==> src/rtl/traffic_controller_timed.sv <==
// Highway/country intersection controller with configurable phase timing, highway minimum
// green, country maximum green and a latched pedestrian walk phase.
module traffic_controller_timed #(
    parameter int unsigned CNT_W         = 8,
    parameter int unsigned Y2R_DELAY     = 3,
    parameter int unsigned R2G_DELAY     = 2,
    parameter int unsigned HWY_MIN_GREEN = 8,
    parameter int unsigned CNTRY_MAX_GRN = 10,
    parameter int unsigned PED_TIME      = 6
) (
    input  logic       clock,
    input  logic       clear,
    input  logic       x,
    input  logic       ped_req,
    output logic [1:0] hwy,
    output logic [1:0] cntry,
    output logic       ped_walk,
    output logic [2:0] state_o
);

    localparam logic [1:0] LampRed    = 2'd0;
    localparam logic [1:0] LampYellow = 2'd1;
    localparam logic [1:0] LampGreen  = 2'd2;

    localparam int unsigned MaxDelay =
        (CNT_W >= 32) ? 32'hFFFF_FFFF : ((32'd1 << CNT_W) - 32'd1);

    // Last timer value of each phase: a phase of N cycles exits when timer == N-1.
    localparam logic [CNT_W-1:0] Y2rLast      = CNT_W'(Y2R_DELAY - 1);
    localparam logic [CNT_W-1:0] R2gLast      = CNT_W'(R2G_DELAY - 1);
    localparam logic [CNT_W-1:0] HwyMinLast   = CNT_W'(HWY_MIN_GREEN - 1);
    localparam logic [CNT_W-1:0] CntryMaxLast = CNT_W'(CNTRY_MAX_GRN - 1);
    localparam logic [CNT_W-1:0] PedLast      = CNT_W'(PED_TIME - 1);

    if (Y2R_DELAY < 1 || Y2R_DELAY > MaxDelay ||
        R2G_DELAY < 1 || R2G_DELAY > MaxDelay ||
        HWY_MIN_GREEN < 1 || HWY_MIN_GREEN > MaxDelay ||
        CNTRY_MAX_GRN < 1 || CNTRY_MAX_GRN > MaxDelay ||
        PED_TIME < 1 || PED_TIME > MaxDelay) begin : g_bad_delay
        $error("traffic_controller_timed: every delay must lie in 1..2**CNT_W-1");
    end

    typedef enum logic [2:0] {
        StHwyGreen    = 3'd0,
        StHwyYellow   = 3'd1,
        StAllRed      = 3'd2,
        StCntryGreen  = 3'd3,
        StCntryYellow = 3'd4,
        StPedWalk     = 3'd5
    } state_e;

    state_e           state_q, state_d;
    logic [CNT_W-1:0] timer_q, timer_d;
    logic             ped_pend_q, ped_pend_d;

    always_ff @(posedge clock or negedge clear) begin
        if (!clear) begin
            state_q    <= StHwyGreen;
            timer_q    <= '0;
            ped_pend_q <= 1'b0;
        end else begin
            state_q    <= state_d;
            timer_q    <= timer_d;
            ped_pend_q <= ped_pend_d;
        end
    end

    always_comb begin
        state_d = state_q;
        case (state_q)
            StHwyGreen: begin
                if (timer_q >= HwyMinLast && (x || ped_pend_q)) begin
                    state_d = StHwyYellow;
                end
            end
            StHwyYellow: begin
                if (timer_q == Y2rLast) begin
                    state_d = StAllRed;
                end
            end
            StAllRed: begin
                if (timer_q == R2gLast) begin
                    state_d = ped_pend_q ? StPedWalk : StCntryGreen;
                end
            end
            StCntryGreen: begin
                if (!x || timer_q == CntryMaxLast) begin
                    state_d = StCntryYellow;
                end
            end
            StCntryYellow: begin
                if (timer_q == Y2rLast) begin
                    state_d = StHwyGreen;
                end
            end
            StPedWalk: begin
                if (timer_q == PedLast) begin
                    state_d = x ? StCntryGreen : StHwyGreen;
                end
            end
            default: state_d = StHwyGreen;
        endcase
    end

    always_comb begin
        timer_d = timer_q;
        if (state_d != state_q) begin
            timer_d = '0;
        end else if (timer_q != '1) begin
            timer_d = timer_q + 1'b1;
        end
    end

    // Requests made during the walk, or on its entry edge, are served by that walk.
    always_comb begin
        ped_pend_d = ped_pend_q;
        if (state_d == StPedWalk) begin
            ped_pend_d = 1'b0;
        end else if (state_q != StPedWalk && ped_req) begin
            ped_pend_d = 1'b1;
        end
    end

    always_comb begin
        hwy      = LampRed;
        cntry    = LampRed;
        ped_walk = 1'b0;
        case (state_q)
            StHwyGreen:    hwy      = LampGreen;
            StHwyYellow:   hwy      = LampYellow;
            StCntryGreen:  cntry    = LampGreen;
            StCntryYellow: cntry    = LampYellow;
            StPedWalk:     ped_walk = 1'b1;
            default:       ;
        endcase
    end

    assign state_o = state_q;

    a_lamps_exclusive : assert property (@(posedge clock) disable iff (!clear)
        !(hwy != LampRed && cntry != LampRed));

endmodule

==> config.mk <==
export PLATFORM = sky130hd
export DESIGN_NAME = traffic_controller_timed
export DESIGN_NICKNAME = d
export VERILOG_FILES = /design/src/rtl/traffic_controller_timed.sv
export SDC_FILE = /design/constraint.sdc
export NUM_CORES = 1
export LEC_CHECK = 0
export CAP_MARGIN = 15
export CORE_ASPECT_RATIO = 1.4
export CORE_MARGIN = 1.5
export CORE_UTILIZATION = 35
export DETAILED_ROUTE_END_ITERATION = 6
export GPL_TIMING_DRIVEN = 0
export SYNTH_ARGS = -nofsm -noshare
export SYNTH_HDL_FRONTEND = slang
export SYNTH_SLANG_ARGS = --single-unit
==> constraint.sdc <==
create_clock -name clock -period 2.7 [get_ports clock]
set_input_delay 0.27 -clock clock [delete_from_list [all_inputs] [get_ports clock]]
set_output_delay 0.27 -clock clock [all_outputs]
set_load 0.005 [all_outputs]
-- Word level (Yosys, flattened, before mapping)
Cells that the tools add are included.
W data, S select, Z words.
- $lt $le $gt $ge: 1
- muxes and demuxes: 16
- reductions and logical operators: 8
- equal/unequal tests: 13
- $add $sub $neg: 1
- operators with widths (cell ; count):
    $mux W3 ; 7
    $pmux W3 S6 ; 1
    $mux W8 ; 2
    $eq A3 B3 Y1 const B ; 3
    $add A8 B1 Y8 const B ; 1
    $eq A8 B1 Y1 const B ; 1
    $eq A8 B2 Y1 const B ; 1
    $eq A8 B3 Y1 const B ; 1
    $eq A8 B4 Y1 const B ; 1
    $ge A8 B3 Y1 const B ; 1
    $ne A8 B8 Y1 const B ; 1
    $pmux W2 S2 ; 2
    $eq A3 B2 Y1 const B ; 2
    $reduce_bool A2 Y1 ; 2
    $eq A3 B1 Y1 const B ; 1
    $logic_not A3 Y1 ; 1
    $mux W1 ; 3
    $ne A3 B3 Y1 ; 1
    $ne A3 B3 Y1 const B ; 1
    $logic_and A1 B1 Y1 ; 2
    $logic_or A1 B1 Y1 ; 2
    $mux W2 ; 1
    $logic_not A1 Y1 ; 1
- word-level logic and storage cells: 42
- register bits: 12

-- Depth between registers and ports, before layout
- depth after elaboration: 6
- depth in mapped cells: 7

-- Worst setup path before layout
OpenSTA, ideal clock, no wires.
- path kind: register -> register
- from: register timer_q[7]
- to: register timer_q[1]
- cell stages (with the launch flop): 7
- slack: 0.718 ns
- arrival time: 1.895 ns
- data required time: 2.613 ns
- cell sequence: dfrtp_1 > or4_1 > buf_6 > a211o_1 > a31oi_2 > nand4b_4 > a211oi_2
- longest elaborated chain between the ends: 6
- ends and longest elaborated chain (what ; line ; source):
    start, declared ; 53 ; logic [CNT_W-1:0] timer_q, timer_d;
    start signal, assigned ; 63 ; timer_q <= timer_d;
    $ge A8 B3 Y1 / $eq A8 B4 Y1 (equally long branches) ; 72, 87 ;
    $logic_and A1 B1 Y1 / $logic_or A1 B1 Y1 (equally long branches) ; 72, 87 ;
    $mux W3 (on tied branches) ; 72, 87 ;
    $pmux W3 S6 ; 70 ; case (state_q)
    $ne A3 B3 Y1 ; 107 ; if (state_d != state_q) begin
    $mux W8 / $reduce_bool A2 Y1 (equally long branches) ; -- ;
Several ways; a longest one is shown, not always the timed one.
A chain may end at the register's enable or synchronous reset.

-- Worst setup path after layout
- from: register timer_q[0]
- to: register timer_q[7]
The elaborated chain is that of the path after synthesis.

==> impl_metrics.py <==
metrics = {
    "power": {
        "ir_drop_mv": 0.5359,
        "finalPower_mw": 1.000,
        "p_int_mw": 0.5833,
        "p_leak_nw": 0.4157,
        "swShare": 0.4169,
        "pwr-share-clk": 0.144,
        "power.switching_mw": 0.4171,
        "p_seq_frac": 0.320,
        "power_density_nw_per_um2": 972.7,
        "comb_power_share": 0.536,
    },
    "synth": {
        "synth-async-reset-ratio": 1.000,
        "netlist_top_cells_area": "dfrtp_1, ha_1, nor2_1, nand4_1, o21ai_0",
        "synth.most_common_cell": "dfrtp_1",
        "syn_area_per_cell_um2": 8.982,
        "yosysSeqAreaShare": 0.3519,
        "yosys_register_bits": 12,
        "yosysWarnings": 0,
        "netlist.area_leader.share": 0.3519,
        "syn-num-nets": 102,
        "synth_area_leader_cell": "dfrtp_1",
        "synth_common_cells": "dfrtp_1, nor2_1, nand2_1, o21ai_0",
        "syn_area_um2": 853.3,
        "syn_inst": 95,
        "synth-main-ff-cell": "dfrtp_1",
        "synth_cell_type_count": 39,
        "synth-edff-count": 0,
    },
    "clock_network": {
        "clockBufferDepth": 2,
        "cts_inserted_buffers": 3,
        "hold_buffers": 0,
        "clock_latency_ns": 0.27,
        "cts-root-buf": "clkbuf_4",
        "path_clk_slew_ns": 0.08,
        "cts_sinks": 12,
        "cts_tree": "yes",
        "cts_resized": 0,
        "cts_setup_buffers": 0,
        "htree_levels": 1,
    },
    "timing": {
        "finalHoldViolCount": 0,
        "rsz0062_at_grt": "no",
        "fmax_ghz": 0.4692,
        "post-route-min-period_ns": 2.131,
        "fin_crit_sh": 0.7893,
        "slew_violations": 0,
        "setup_viol": 0,
        "skew_ns": 0.007294,
        "max_slew_margin": 0.6426,
        "tightestPinTransition_ns": 0.5345,
        "tns_ns": 0,
    },
    "floorplan": {
        "fp-row-count": 21,
        "io_pins": 12,
        "die_w_um": 44.73,
        "start_util": 0.3649,
        "core_area_um2": 2338,
        "die-area_um2": 2747,
        "die_h_um": 61.42,
    },
    "status": {
        "violations": "DRC",
        "status": "finished, violations left",
    },
    "final_layout": {
        "layout-drive-gt1-share": 0.1364,
        "fin_util": 0.4398,
        "area_delta_synth_final_pct": 20.53,
        "fillCellCount": 221,
        "antenna_cells": 0,
        "nets": 118,
        "fin_cells": 133,
    },
    "detailed_routing": {
        "drt-total-wl_um": 1825,
        "drc": 3,
        "num_vias": 760,
        "drt_iter0_markers": 14,
        "wire_per_inst_um": 13.72,
        "ant_nets": 0,
        "drtPass1Iterations": 6,
        "viasPerCell": 5.714,
    },
    "hold_path": {
        "hold_class": "primary input to asynchronous set/reset pin",
    },
    "global_route": {
        "grt_max_degree": 13,
        "track_usage": 0.1484,
        "grt_pass1_wl_um": 2925,
        "antenna_found_initial": 0,
        "grt_pass1_vias": 671,
        "grt_overflow_total": 0,
    },
    "setup_path": {
        "r2r_slack_ns": 0.57,
        "cp.required_ns": 2.86,
        "cp_max_fo": 8,
        "criticalPathCategory": "flop to flop",
        "cp-start-kind": "flop",
        "ff2ff_path_depth": 7,
        "worstPathArrival_ns": 2.29,
        "end_kind": "flop",
    },
    "flow_run": {
        "drv_cap": 0,
    },
    "placed_design": {
        "place_inst": 129,
        "dpl.hpwl_um": 1396,
        "portBuffers": 11,
        "place.gp.congestion": 0.8782,
    },
}
==> per-stage QoR <==
stage	area [um^2]	hold slack, ns	worst slack (ns)
finish	1028	0.3409	0.5689
global placement	992.2	0.5963	0.5886
CTS	1028	0.3618	0.5624
global route	1028	0.3978	0.5011
detailed placement	992.2	0.6001	0.5754
floorplan	853.3	-0.02559	0.7176
==> layer usage <==
| metal | global-route usage | routed length, um |
|---|---|---|
| met5 | 0 | 0 |
| met4 | 0.09091 | 43 |
| met3 | 0.03812 | 73 |
| met2 | 0.2484 | 886 |
| met1 | 0.1667 | 821 |
==> power by group through the flow <==
stage	clock network (mW)	logic, mW	registers (mW)
finish	0.144	0.537	0.320
global route	0.156	0.584	0.332
CTS	0.147	0.539	0.320
detailed placement	0	0.537	0.324
global placement	0	0.532	0.321
floorplan	0	0.369	0.302
==> state kept, by name, indices dropped and copies added (netlist names) <==
name / cells
ped_pend_q: 1
state_o: 3
timer_q: 8
==> worst max-delay path, cell delays in order, from the launching register on <==
cell      delay [ns]
dfrtp_1         0.44
inv_1           0.08
ha_1            0.18
or3b_2          0.45
a211oi_1        0.39
o21ai_0         0.22
nand4b_4        0.19
nor2_1          0.07
==> final timing paths <==
| check | from | end |
|---|---|---|
| max in group asynchronous | clear | ped_pend_q$_DFFE_PN0P_ |
| min in group clock | ped_req | ped_pend_q$_DFFE_PN0P_ |
| min | clear | timer_q[4]$_DFFE_PN0P_ |
| max reg2reg | timer_q[0]$_DFFE_PN0P_ | timer_q[7]$_DFFE_PN0P_ |
| max | timer_q[0]$_DFFE_PN0P_ | timer_q[7]$_DFFE_PN0P_ |
| min reg2reg | ped_pend_q$_DFFE_PN0P_ | ped_pend_q$_DFFE_PN0P_ |
==> layout make-up <==
cell class | count | area [um^2] | area share
tap | 23 | 28.78 | 0.02798
timing repair buffer | 11 | 110.1 | 0.1071
inverter | 4 | 15.01 | 0.01460
multi-input combinational | 75 | 508.0 | 0.4939
buffer | 4 | 30.03 | 0.02920
clock buffer | 4 | 36.28 | 0.03528
sequential | 12 | 300.3 | 0.2920
==> placed cells by master (no fill, tap or decap), types with 4 or more instances in the layout <==
master,n
nand4_1,5
nor2_1,10
nand2_1,6
o21ai_0,6
inv_1,4
clkdlybuf4s50_1,11
dfrtp_1,12
a21oi_1,4
nand3_1,5
==> cell families after synthesis <==
family                   synth area share
XOR/XNOR                          0.02053
AO/OA/AOI/OAI                      0.2038
AND/OR/NAND/NOR                    0.3270
buffers and inverters             0.05277
flip-flops                         0.3519
adder cells (fa/ha/maj)           0.04399
No activity file was read; power rests on OpenSTA's default activity.
